===== src/rtl/decoder_8b10b_if.sv =====
// Symbol/decoded-byte bundle between a 10-bit symbol source and decoder_8b10b.
// The sync member is driven as constant 1 unless DEC_SYNC_FSM_EN is defined.
interface decoder_8b10b_if;
    logic       code_valid;
    logic [9:0] code;
    logic [7:0] data_out;
    logic       KO;
    logic       data_valid;
    logic       code_err;
    logic       disp_err;
    logic       rd_out;
    logic       sync;

    modport master (
        output code_valid, code,
        input  data_out, KO, data_valid, code_err, disp_err, rd_out, sync
    );

    modport slave (
        input  code_valid, code,
        output data_out, KO, data_valid, code_err, disp_err, rd_out, sync
    );
endinterface


===== src/rtl/decoder_8b10b.sv =====
// Registered 8b/10b decoder with running-disparity tracking and error flags.
// Define DEC_SYNC_FSM_EN to build the comma-driven LOS/ACQ1/ACQ2/SYNC tracker.
module decoder_8b10b (
    input  logic           clk,
    input  logic           reset,
    decoder_8b10b_if.slave bus
);

    // abcdei -> {legal, EDCBA}; both RD columns of D.0-D.31 plus K.28
    function automatic logic [5:0] dec6(input logic [5:0] s);
        logic [5:0] r;
        case (s)
            6'b100111, 6'b011000: r = {1'b1, 5'd0};
            6'b011101, 6'b100010: r = {1'b1, 5'd1};
            6'b101101, 6'b010010: r = {1'b1, 5'd2};
            6'b110001:            r = {1'b1, 5'd3};
            6'b110101, 6'b001010: r = {1'b1, 5'd4};
            6'b101001:            r = {1'b1, 5'd5};
            6'b011001:            r = {1'b1, 5'd6};
            6'b111000, 6'b000111: r = {1'b1, 5'd7};
            6'b111001, 6'b000110: r = {1'b1, 5'd8};
            6'b100101:            r = {1'b1, 5'd9};
            6'b010101:            r = {1'b1, 5'd10};
            6'b110100:            r = {1'b1, 5'd11};
            6'b001101:            r = {1'b1, 5'd12};
            6'b101100:            r = {1'b1, 5'd13};
            6'b011100:            r = {1'b1, 5'd14};
            6'b010111, 6'b101000: r = {1'b1, 5'd15};
            6'b011011, 6'b100100: r = {1'b1, 5'd16};
            6'b100011:            r = {1'b1, 5'd17};
            6'b010011:            r = {1'b1, 5'd18};
            6'b110010:            r = {1'b1, 5'd19};
            6'b001011:            r = {1'b1, 5'd20};
            6'b101010:            r = {1'b1, 5'd21};
            6'b011010:            r = {1'b1, 5'd22};
            6'b111010, 6'b000101: r = {1'b1, 5'd23};
            6'b110011, 6'b001100: r = {1'b1, 5'd24};
            6'b100110:            r = {1'b1, 5'd25};
            6'b010110:            r = {1'b1, 5'd26};
            6'b110110, 6'b001001: r = {1'b1, 5'd27};
            6'b001110, 6'b001111,
            6'b110000:            r = {1'b1, 5'd28};
            6'b101110, 6'b010001: r = {1'b1, 5'd29};
            6'b011110, 6'b100001: r = {1'b1, 5'd30};
            6'b101011, 6'b010100: r = {1'b1, 5'd31};
            default:              r = {1'b0, 5'd0};
        endcase
        return r;
    endfunction

    // fghj -> {legal, alternate-7, HGF}
    function automatic logic [4:0] dec4(input logic [3:0] s);
        logic [4:0] r;
        case (s)
            4'b0100, 4'b1011: r = {2'b10, 3'd0};
            4'b1001:          r = {2'b10, 3'd1};
            4'b0101:          r = {2'b10, 3'd2};
            4'b0011, 4'b1100: r = {2'b10, 3'd3};
            4'b0010, 4'b1101: r = {2'b10, 3'd4};
            4'b1010:          r = {2'b10, 3'd5};
            4'b0110:          r = {2'b10, 3'd6};
            4'b0001, 4'b1110: r = {2'b10, 3'd7};
            4'b0111, 4'b1000: r = {2'b11, 3'd7};
            default:          r = {2'b00, 3'd0};
        endcase
        return r;
    endfunction

    logic [5:0] s6_s, r6_s;
    logic [3:0] s4_s, s4_lut_s;
    logic [4:0] r4_s;
    logic [2:0] ones6_s, ones4_s;
    logic       k28_s, k7_s, alt_ok_s, ko_s, cerr_s, derr_s, rd_mid_s, rd_new_s;
    logic       p6_s, n6_s, p4_s, n4_s, s6p_s, s6n_s, s4p_s, s4n_s;

    logic [7:0] data_q, data_d;
    logic       ko_q, ko_d, dvalid_q, dvalid_d, cerr_q, cerr_d, derr_q, derr_d, rd_q, rd_d;

    assign s6_s = {bus.code[0], bus.code[1], bus.code[2], bus.code[3], bus.code[4], bus.code[5]};
    assign s4_s = {bus.code[6], bus.code[7], bus.code[8], bus.code[9]};

    // Table lookup, K/alternate-7 legality and disparity against the current RD
    always_comb begin
        k28_s    = (s6_s == 6'b001111) || (s6_s == 6'b110000);
        // K28 at RD+ carries the complemented 4b code
        s4_lut_s = (s6_s == 6'b110000) ? ~s4_s : s4_s;
        r6_s     = dec6(s6_s);
        r4_s     = dec4(s4_lut_s);
        k7_s     = !k28_s && (r6_s[4:0] inside {5'd23, 5'd27, 5'd29, 5'd30});
        alt_ok_s = ((s4_s == 4'b0111) && (r6_s[4:0] inside {5'd17, 5'd18, 5'd20})) ||
                   ((s4_s == 4'b1000) && (r6_s[4:0] inside {5'd11, 5'd13, 5'd14}));
        ko_s     = r6_s[5] && r4_s[4] && (k28_s || (k7_s && r4_s[3]));
        cerr_s   = !r6_s[5] || !r4_s[4] || (!k28_s && r4_s[3] && !k7_s && !alt_ok_s);

        ones6_s  = 3'($countones(s6_s));
        ones4_s  = 3'($countones(s4_s));
        p6_s     = ones6_s > 3'd3;
        n6_s     = ones6_s < 3'd3;
        p4_s     = ones4_s > 3'd2;
        n4_s     = ones4_s < 3'd2;
        s6p_s    = s6_s == 6'b000111;
        s6n_s    = s6_s == 6'b111000;
        s4p_s    = s4_s == 4'b0011;
        s4n_s    = s4_s == 4'b1100;
        rd_mid_s = (p6_s || s6p_s) ? 1'b1 : ((n6_s || s6n_s) ? 1'b0 : rd_q);
        rd_new_s = (p4_s || s4p_s) ? 1'b1 : ((n4_s || s4n_s) ? 1'b0 : rd_mid_s);
        derr_s   = (p6_s && rd_q) || (n6_s && !rd_q) || (s6p_s && !rd_q) || (s6n_s && rd_q) ||
                   (p4_s && rd_mid_s) || (n4_s && !rd_mid_s) ||
                   (s4p_s && !rd_mid_s) || (s4n_s && rd_mid_s);
    end

    // Output next-state: capture on a valid symbol, otherwise hold and clear flags
    always_comb begin
        data_d   = data_q;
        ko_d     = ko_q;
        rd_d     = rd_q;
        dvalid_d = 1'b0;
        cerr_d   = 1'b0;
        derr_d   = 1'b0;
        if (bus.code_valid) begin
            data_d   = {r4_s[2:0], r6_s[4:0]};
            ko_d     = ko_s;
            rd_d     = rd_new_s;
            dvalid_d = 1'b1;
            cerr_d   = cerr_s;
            derr_d   = derr_s;
        end else begin
            dvalid_d = 1'b0;
        end
    end

    // Output and running-disparity registers
    always_ff @(posedge clk or posedge reset) begin
        if (reset) begin
            data_q   <= 8'h00;
            ko_q     <= 1'b0;
            dvalid_q <= 1'b0;
            cerr_q   <= 1'b0;
            derr_q   <= 1'b0;
            rd_q     <= 1'b0;
        end else begin
            data_q   <= data_d;
            ko_q     <= ko_d;
            dvalid_q <= dvalid_d;
            cerr_q   <= cerr_d;
            derr_q   <= derr_d;
            rd_q     <= rd_d;
        end
    end

    assign bus.data_out   = data_q;
    assign bus.KO         = ko_q;
    assign bus.data_valid = dvalid_q;
    assign bus.code_err   = cerr_q;
    assign bus.disp_err   = derr_q;
    assign bus.rd_out     = rd_q;

`ifdef DEC_SYNC_FSM_EN
    typedef enum logic [1:0] {LOS = 2'd0, ACQ1 = 2'd1, ACQ2 = 2'd2, SYNC = 2'd3} sync_state_e;

    sync_state_e state_q, state_d;
    logic [1:0]  err_cnt_q, err_cnt_d, good_cnt_q, good_cnt_d;
    logic        sync_q, comma_s, sym_err_s;

    assign sym_err_s = cerr_s || derr_s;
    assign comma_s   = k28_s && r4_s[4] && (r4_s[2:0] == 3'd5) && !sym_err_s;

    // Sync next-state; good_cnt counts clean symbols toward forgiving one error
    always_comb begin
        state_d    = state_q;
        err_cnt_d  = err_cnt_q;
        good_cnt_d = good_cnt_q;
        if (bus.code_valid) begin
            case (state_q)
                LOS:  state_d = comma_s ? ACQ1 : LOS;
                ACQ1: state_d = sym_err_s ? LOS : (comma_s ? ACQ2 : ACQ1);
                ACQ2: state_d = sym_err_s ? LOS : (comma_s ? SYNC : ACQ2);
                SYNC: begin
                    if (sym_err_s) begin
                        good_cnt_d = 2'd0;
                        if (err_cnt_q == 2'd3) begin
                            state_d   = LOS;
                            err_cnt_d = 2'd0;
                        end else begin
                            err_cnt_d = err_cnt_q + 2'd1;
                        end
                    end else if (err_cnt_q != 2'd0) begin
                        if (good_cnt_q == 2'd3) begin
                            err_cnt_d  = err_cnt_q - 2'd1;
                            good_cnt_d = 2'd0;
                        end else begin
                            good_cnt_d = good_cnt_q + 2'd1;
                        end
                    end else begin
                        good_cnt_d = 2'd0;
                    end
                end
                default: begin
                    state_d    = LOS;
                    err_cnt_d  = 2'd0;
                    good_cnt_d = 2'd0;
                end
            endcase
        end else begin
            state_d = state_q;
        end
    end

    // Sync state registers; sync flag shares the data_out latency
    always_ff @(posedge clk or posedge reset) begin
        if (reset) begin
            state_q    <= LOS;
            err_cnt_q  <= 2'd0;
            good_cnt_q <= 2'd0;
            sync_q     <= 1'b0;
        end else begin
            state_q    <= state_d;
            err_cnt_q  <= err_cnt_d;
            good_cnt_q <= good_cnt_d;
            sync_q     <= (state_d == SYNC);
        end
    end

    assign bus.sync = sync_q;
`else
    assign bus.sync = 1'b1;
`endif

endmodule

===== src/flat_wrapper.sv =====
// flat-port wrapper written by rule: the top's interface ports become plain ports
module decoder_8b10b_flat 
  (clk, reset, bus_code_valid, bus_code, bus_data_out, bus_KO, bus_data_valid, bus_code_err, bus_disp_err, bus_rd_out, bus_sync);
  decoder_8b10b_if bus_i ();
  input  logic clk;
  input  logic reset;
  input wire logic [$bits(bus_i.code_valid)-1:0] bus_code_valid;
  input wire logic [$bits(bus_i.code)-1:0] bus_code;
  output wire logic [$bits(bus_i.data_out)-1:0] bus_data_out;
  output wire logic [$bits(bus_i.KO)-1:0] bus_KO;
  output wire logic [$bits(bus_i.data_valid)-1:0] bus_data_valid;
  output wire logic [$bits(bus_i.code_err)-1:0] bus_code_err;
  output wire logic [$bits(bus_i.disp_err)-1:0] bus_disp_err;
  output wire logic [$bits(bus_i.rd_out)-1:0] bus_rd_out;
  output wire logic [$bits(bus_i.sync)-1:0] bus_sync;
  assign bus_i.code_valid = bus_code_valid;
  assign bus_i.code = bus_code;
  assign bus_data_out = bus_i.data_out;
  assign bus_KO = bus_i.KO;
  assign bus_data_valid = bus_i.data_valid;
  assign bus_code_err = bus_i.code_err;
  assign bus_disp_err = bus_i.disp_err;
  assign bus_rd_out = bus_i.rd_out;
  assign bus_sync = bus_i.sync;
  decoder_8b10b u_core (.clk(clk), .reset(reset), .bus(bus_i));
endmodule

===== config.mk =====
export PLATFORM = sky130hd
export DESIGN_NAME = decoder_8b10b_flat
export DESIGN_NICKNAME = d
export VERILOG_FILES = /design/src/rtl/decoder_8b10b_if.sv /design/src/rtl/decoder_8b10b.sv /design/src/flat_wrapper.sv
export SDC_FILE = /design/constraint.sdc
export NUM_CORES = 1
export LEC_CHECK = 0
export ABC_CLOCK_PERIOD_IN_PS = 1010
export CORE_UTILIZATION = 38
export DETAILED_ROUTE_END_ITERATION = 16
export HOLD_SLACK_MARGIN = 0.02
export PLACE_DENSITY = 0.62
export SYNTH_ARGS = -nofsm -noshare
export SYNTH_HDL_FRONTEND = slang
export SYNTH_SLANG_ARGS = --single-unit

===== constraint.sdc =====
create_clock -name clk -period 1.01 [get_ports clk]
set_input_delay 0.303 -clock clk [delete_from_list [all_inputs] [get_ports clk]]
set_output_delay 0.303 -clock clk [all_outputs]
set_load 0.01 [all_outputs]

==> results of run 1 <==
## cell families (layout without fill, tap and decap cells)
family / count (synthesis) / after routing / share of synthesized area
DFF: 13 / 13 / 0.167
adders and majority gates: 23 / 23 / 0.159
muxes: 8 / 8 / 0.0436
buffers and inverters: 42 / 150 / 0.127
AOI/OAI and AO/OA: 77 / 77 / 0.288
xor gates and xnor gates: 2 / 2 / 0.00897
other: 1 / 1 / 0.00192
and+or+nand+nor: 75 / 75 / 0.205
## synth_stat cells (4+ instances only)
cell type and instances:
nand2_1 19, nand3_1 8, a211oi_1 5, a31oi_1 5
inv_1 23, and3_1 4, mux2i_1 4, a311oi_1 5
o31ai_1 6, ha_1 20, clkbuf_8 6, o21ai_0 14
nand3b_1 4, a21oi_1 15, o32ai_1 4, nor2b_1 5
mux2_2 4, nor2_1 13, dfrtp_1 13
## power groups by stage
stage          Combinational, mW  Sequential [mW]  Clock [mW]
3_5_place_dp                1.45            0.658           0
6_report                    1.81            0.649       0.458
2_1_floorplan              0.783            0.688           0
4_1_cts                     1.54            0.645       0.460
3_3_place_gp                1.43            0.658           0
5_1_grt                     1.95            0.657       0.484
## routing by layer
| layer | wire, µm | share of wire | global-route usage | vias to the layer above |
|---|---|---|---|---|
| li1 | - | - | - | 1099 |
| met5 | 0 | 0 | 0 | - |
| met2 | 3370 | 0.52 | 0.412 | 63 |
| met4 | 201 | 0.031 | 0.0641 | 0 |
| met1 | 2690 | 0.42 | 0.278 | 1078 |
| met3 | 195 | 0.030 | 0.0110 | 19 |
## worst min-delay path: stages
cell and delay [ns]:
clkdlybuf4s50_1 0.40, inv_1 0.09, buf_12 0.14
## area by class of cell
| type | instances | area [µm²] | share of cell area |
|---|---|---|---|
| multi-input cells | 186 | 1790 | 0.521 |
| repair buffers | 122 | 1050 | 0.306 |
| flip-flops and latches | 13 | 325 | 0.0947 |
| inverters | 24 | 140 | 0.0408 |
| well taps | 67 | 83.8 | 0.0244 |
| clock buffers | 4 | 45.0 | 0.0131 |
## worst paths after layout
check	start	to	slack (ns)	depth (start not counted)
min reg2reg	u_core.bus.data_out[5]	u_core.bus.data_out[5]	0.51	1
min in group clk	u_core.bus.data_out[5]	u_core.bus.data_out[5]	0.51	1
max reg2reg	u_core.bus.rd_out	u_core.bus.disp_err	-0.19	4
max	bus_code[5]	u_core.bus.KO	-1.42	12
min	reset	u_core.bus.data_out[7]	0.37	3
max in group asynchronous	reset	u_core.bus.code_err	0.53	3
## stage by stage
stage	setup TNS, ns	area [µm²]
after floorplan	-9.63	2130
after global placement	-21.68	2880
after detailed placement	-22.05	2880
after CTS	-12.46	3090
after global routing	-12.33	3440
final	-11.27	3440
## repair_timing
action / 4_1_cts / 5_1_grt
gates resized for setup: 113 / 64
setup buffers: 10 / 12
gates cloned: 1 / 0
endpoints found under the setup margin: 25 / 25
pin swaps: 26 / 44
## sequential cells by signal, indices dropped and copies added, names as in the netlist
signal / cells
u_core.bus.disp_err: 1
u_core.bus.rd_out: 1
u_core.bus.data_valid: 1
u_core.bus.KO: 1
u_core.bus.code_err: 1
u_core.bus.data_out: 8
==> metrics.yaml, run 1 <==
placement:
  dpl.hpwl_mm: 4.41
  place_ws_ns: -2.15
  io_buffers: 25
  dp.cells: 392
  gp_congestion: 0.835
clock_tree:
  ctsLongestPathBuffers: 2
  numCtsBuffers: 3
  h-tree-depth: 1
  clk_pin_slew_ns: 0.05
  clkLatencyLatePin_ns: 0.24
  cts.sinks: 13
  cts_root_buf: "clkbuf_8"
  hold_buffers: 0
  cts_tree: "done"
synth:
  synth_area_um2: 1950
  synth-edff-count: 0
  avgSynthCellArea_um2: 8.10
  synth_top_area_frac: 0.167
  ys.flop_type: "dfrtp_1"
  ys_ff_latch: 13
  seq_area_frac_synth: 0.167
  yosysWarnings: 0
  synth_fp_nets: 277
  yosysUniqueCellTypes: 59
  synth_area_leaders: "dfrtp_1 17%, ha_1 13%, inv_1 4.4%"
  synth_async_sr_flop_share: 1.00
  synth_cells: 241
  yosys.area.top_type: "dfrtp_1"
floorplanning:
  start_util: 0.403
  die_y_um: 73.7
  pin_count: 27
  die_w_um: 73.7
  dieArea_um2: 5430
  rows: 25
  core_um2: 4850
hold_path:
  holdCritPathClass: "primary input to asynchronous set/reset pin"
critical_path:
  endpoint_kind: "flip-flop"
  path_buf_inv: 3
  max_stage_delay_ns: 0.54
  path_cells: "buf_12, inv_12, ha_4, buf_6, nor2_4, a211oi_2, or4_4, o21ai_4, nor2_2, or4b_4, a211o_1, a31oi_1"
  path_class: "primary input to flip-flop"
  arrival_ns: 2.59
  cp_slowest_cell: "or4_4"
  crit_path_max_fanout: 5
  cp-start-kind: "primary input"
  crit_family: "simple AND/OR/NAND/NOR gates"
  worstPathRequired_ns: 1.17
grt:
  antenna_found_initial: 0
  grt_use_total: 0.223
  grt_pass1_wl_mm: 9.53
  gr-total-overflow: 0
  grt_start_max_net_pins: 18
  grt_pass1_vias: 2079
pwr:
  seqPwrFrac: 0.223
  peakVddDrop_v: 0.000444
  p_per_area_nw_per_um2: 848
  total_power_mw: 2.91
  net-switching-power_mw: 1.08
  p_leak_nw: 1.53
  p_int_mw: 1.83
  combinationalPowerShare: 0.620
  clockPowerShare: 0.157
  p_sw_frac: 0.370
route:
  vias: 2259
  initialDrtViolationCount: 97
  dr.pass1.iters: 4
  viasPerCell: 5.43
  wl_mm: 6.46
  routedWlPerCell_um: 15.5
  route.detailed.drc: 0
  antenna_left: 0
run_status:
  status: "complete, but fails checks"
  failed_checks: "negative setup slack"
timing:
  rsz0062_at_grt: "yes"
  fin_ws_ns: -1.42
  clock.fmax_mhz: 411
  finalHoldViolCount: 0
  finalCritPeriodShare: 2.41
  setup_violations: 25
  finalWorstPathRequiredPeriod_ns: 2.43
  hold_ws_ns: 0.367
  fin_skew_ns: 0.0000679
  drv_slew: 0
layout:
  n_fill_cell: 371
  final_common_cell: "buf_4"
  finalNonFillerCells: 416
  drive_gt1_frac: 0.553
  antenna_cells: 0
  fin_nets: 386
  final_cell_mix: "75 x buf_4, 19 x buf_6, 17 x nand2_1, 14 x buf_2, 13 x dfrtp_1"
  syn_to_final_growth_pct: 75.9
  fin_util: 0.709
job:
  max_cap_violations: 0
(Power assumes the default switching activity.)
==> inputs of run 2 (changes only) <==
- ABC_CLOCK_PERIOD_IN_PS: 1010 -> 2190
- clock period: 1.01 -> 2.19 ns (I/O delays scaled with it)
==> metrics.yaml, run 2 (synthesis gave the netlist of run 1 again) <==
pwr:
  p_int_mw: 0.831
  p_per_area_nw_per_um2: 400
  combinationalPowerShare: 0.605
  net-switching-power_mw: 0.486
  p_sw_frac: 0.369
  clockPowerShare: 0.170
  peakVddDrop_v: 0.000369
  seqPwrFrac: 0.226
  p_leak_nw: 1.46
  total_power_mw: 1.32
critical_path:
  crit_path_max_fanout: 6
  r2r_cells: 4
  max_stage_delay_ns: 0.53
  path_buf_inv: 3
  endpoint_kind: "flip-flop"
  crit_cells: 12
  path_cells: "buf_12, inv_12, ha_4, buf_6, nor2_4, a211oi_2, or4_4, o21ai_4, nor2_4, or4b_4, a211o_1, a31oi_1"
  arrival_ns: 2.94
  worstPathRequired_ns: 2.36
  cp_common_cell: "nor2_4"
  crit_family: "simple AND/OR/NAND/NOR gates"
  path_class: "primary input to flip-flop"
  cp-start-kind: "primary input"
  cp_slowest_cell: "or4b_4"
  r2r_start: "u_core.bus.rd_out"
  r2r_setup_slack_ns: 1.00
  worstReg2RegEnd: "u_core.bus.disp_err"
timing:
  clock.fmax_mhz: 360
  finalWorstPathRequiredPeriod_ns: 2.78
  worstMarginPinSlew_ns: 0.546
  drv_slew: 0
  finalHoldViolCount: 0
  hold_ws_ns: 0.509
  rsz0062_at_grt: "yes"
  fin_skew_ns: 0.0000244
  slew-limit-headroom: 0.635
  setup_violations: 5
  finalCritPeriodShare: 1.27
  fin_ws_ns: -0.586
grt:
  grt_start_max_net_pins: 14
  grt_pass1_vias: 2168
  grt_use_total: 0.235
  antenna_found_initial: 0
  gr-total-overflow: 0
  grt_pass1_wl_mm: 9.78
clock_tree:
  cts_root_buf: "clkbuf_8"
  cts_tree: "done"
  cts.sinks: 13
  h-tree-depth: 1
  clkLatencyLatePin_ns: 0.25
  numCtsBuffers: 3
  ctsLongestPathBuffers: 2
  clk_pin_slew_ns: 0.06
  hold_buffers: 0
layout:
  syn_to_final_growth_pct: 68.4
  largest_reg_flops: 8
  final_area_um2: 3290
  drive_gt1_frac: 0.471
  n_fill_cell: 368
  antenna_cells: 0
  fin_util: 0.678
  fin_nets: 370
  final_cell_mix: "70 x buf_4, 19 x nand2_1, 19 x clkdlybuf4s50_1, 15 x inv_1, 13 x dfrtp_1"
  final_common_cell: "buf_4"
route:
  wl_mm: 6.17
  dr.pass1.iters: 4
  initialDrtViolationCount: 202
  viasPerCell: 5.51
  route.detailed.drc: 0
  routedWlPerCell_um: 15.4
  antenna_left: 0
  vias: 2204
placement:
  io_buffers: 25
  gp_congestion: 0.845
  dpl.hpwl_mm: 4.25
  postPlaceCellArea_um2: 2720
floorplanning:
  pin_count: 27
  core_um2: 4850
  dieArea_um2: 5430
  rows: 25
  start_util: 0.403
  die_w_um: 73.7
  die_y_um: 73.7
run_status:
  status: "complete, but fails checks"
  failed_checks: "negative setup slack"
hold_path:
  holdCritPathClass: "flip-flop to flip-flop"
  hold_end: "u_core.bus.data_out[4]"
  hold_depth: 1
  holdCritStartpoint: "u_core.bus.data_out[4]"
job:
  max_cap_violations: 0
==> run 2: changes by cell type in the layout (fill, tap and decap cells not counted), moves of 4 or more <==
cell,previous run,this run
buf_2,14,0
clkdlybuf4s50_1,6,19
buf_6,19,7
buf_4,75,70
ha_4,10,5
ha_1,8,12
==> run 2: worst reg2reg max path: stages (launching register included) <==
cell and delay (ns):
dfrtp_1 0.44, a311oi_4 0.29, o211ai_1 0.14, o21ai_1 0.10, a21boi_1 0.09
==> run 2: area by class of cell <==
class | instances | area (µm²) | share of cell area
multi-input cells | 186 | 1720 | 0.522
repair buffers | 106 | 997 | 0.303
flip-flops and latches | 13 | 325 | 0.0989
inverters | 24 | 120 | 0.0365
well taps | 67 | 83.8 | 0.0255
clock buffers | 3 | 41.3 | 0.0126
clock inverters | 1 | 5.00 | 0.00152
==> run 2: metal layers <==
metal / vias to the layer above / part of all wire / global-route usage
li1: 1070 / - / -
met4: 0 / 0.021 / 0.0791
met1: 1051 / 0.44 / 0.289
met3: 14 / 0.038 / 0.0466
met2: 69 / 0.50 / 0.406
met5: - / 0 / 0
==> run 2: timing repair <==
item	CTS	global route
pin swaps	25	30
cloned	3	0
resized for setup	48	48
endpoints found under the setup margin	12	10
setup buffers	14	4
==> run 2: how the worst max path moves through the flow <==
stage | slack, ns | to | from
6_report | -0.59 | u_core.bus.KO | bus_code[5]
5_1_grt | -0.66 | u_core.bus.KO | bus_code[4]
4_1_cts | -0.64 | u_core.bus.KO | bus_code[5]
3_5_place_dp | -1.36 | u_core.bus.KO | bus_code[4]
3_3_place_gp | -1.31 | u_core.bus.KO | bus_code[4]
2_1_floorplan | -0.69 | u_core.bus.KO | bus_code[5]
==> run 2: through the flow <==
| stage | setup slack (ns) | setup TNS, ns | cells |
|---|---|---|---|
| 5_1_grt | -0.664 | -2.29 | 400 |
| 2_1_floorplan | -0.691 | -1.80 | 241 |
| 4_1_cts | -0.637 | -2.38 | 398 |
| 3_5_place_dp | -1.36 | -10.36 | 378 |
| 3_3_place_gp | -1.31 | -9.96 | 378 |
| 6_report | -0.586 | -1.89 | 400 |
==> run 2: power by group through the flow <==
stage	Sequential, mW	Clock, mW	Combinational [mW]
CTS	0.297	0.230	0.720
detailed placement	0.301	0	0.632
global route	0.302	0.238	0.858
finish	0.297	0.223	0.796
global placement	0.300	0	0.619
floorplan	0.317	0	0.353
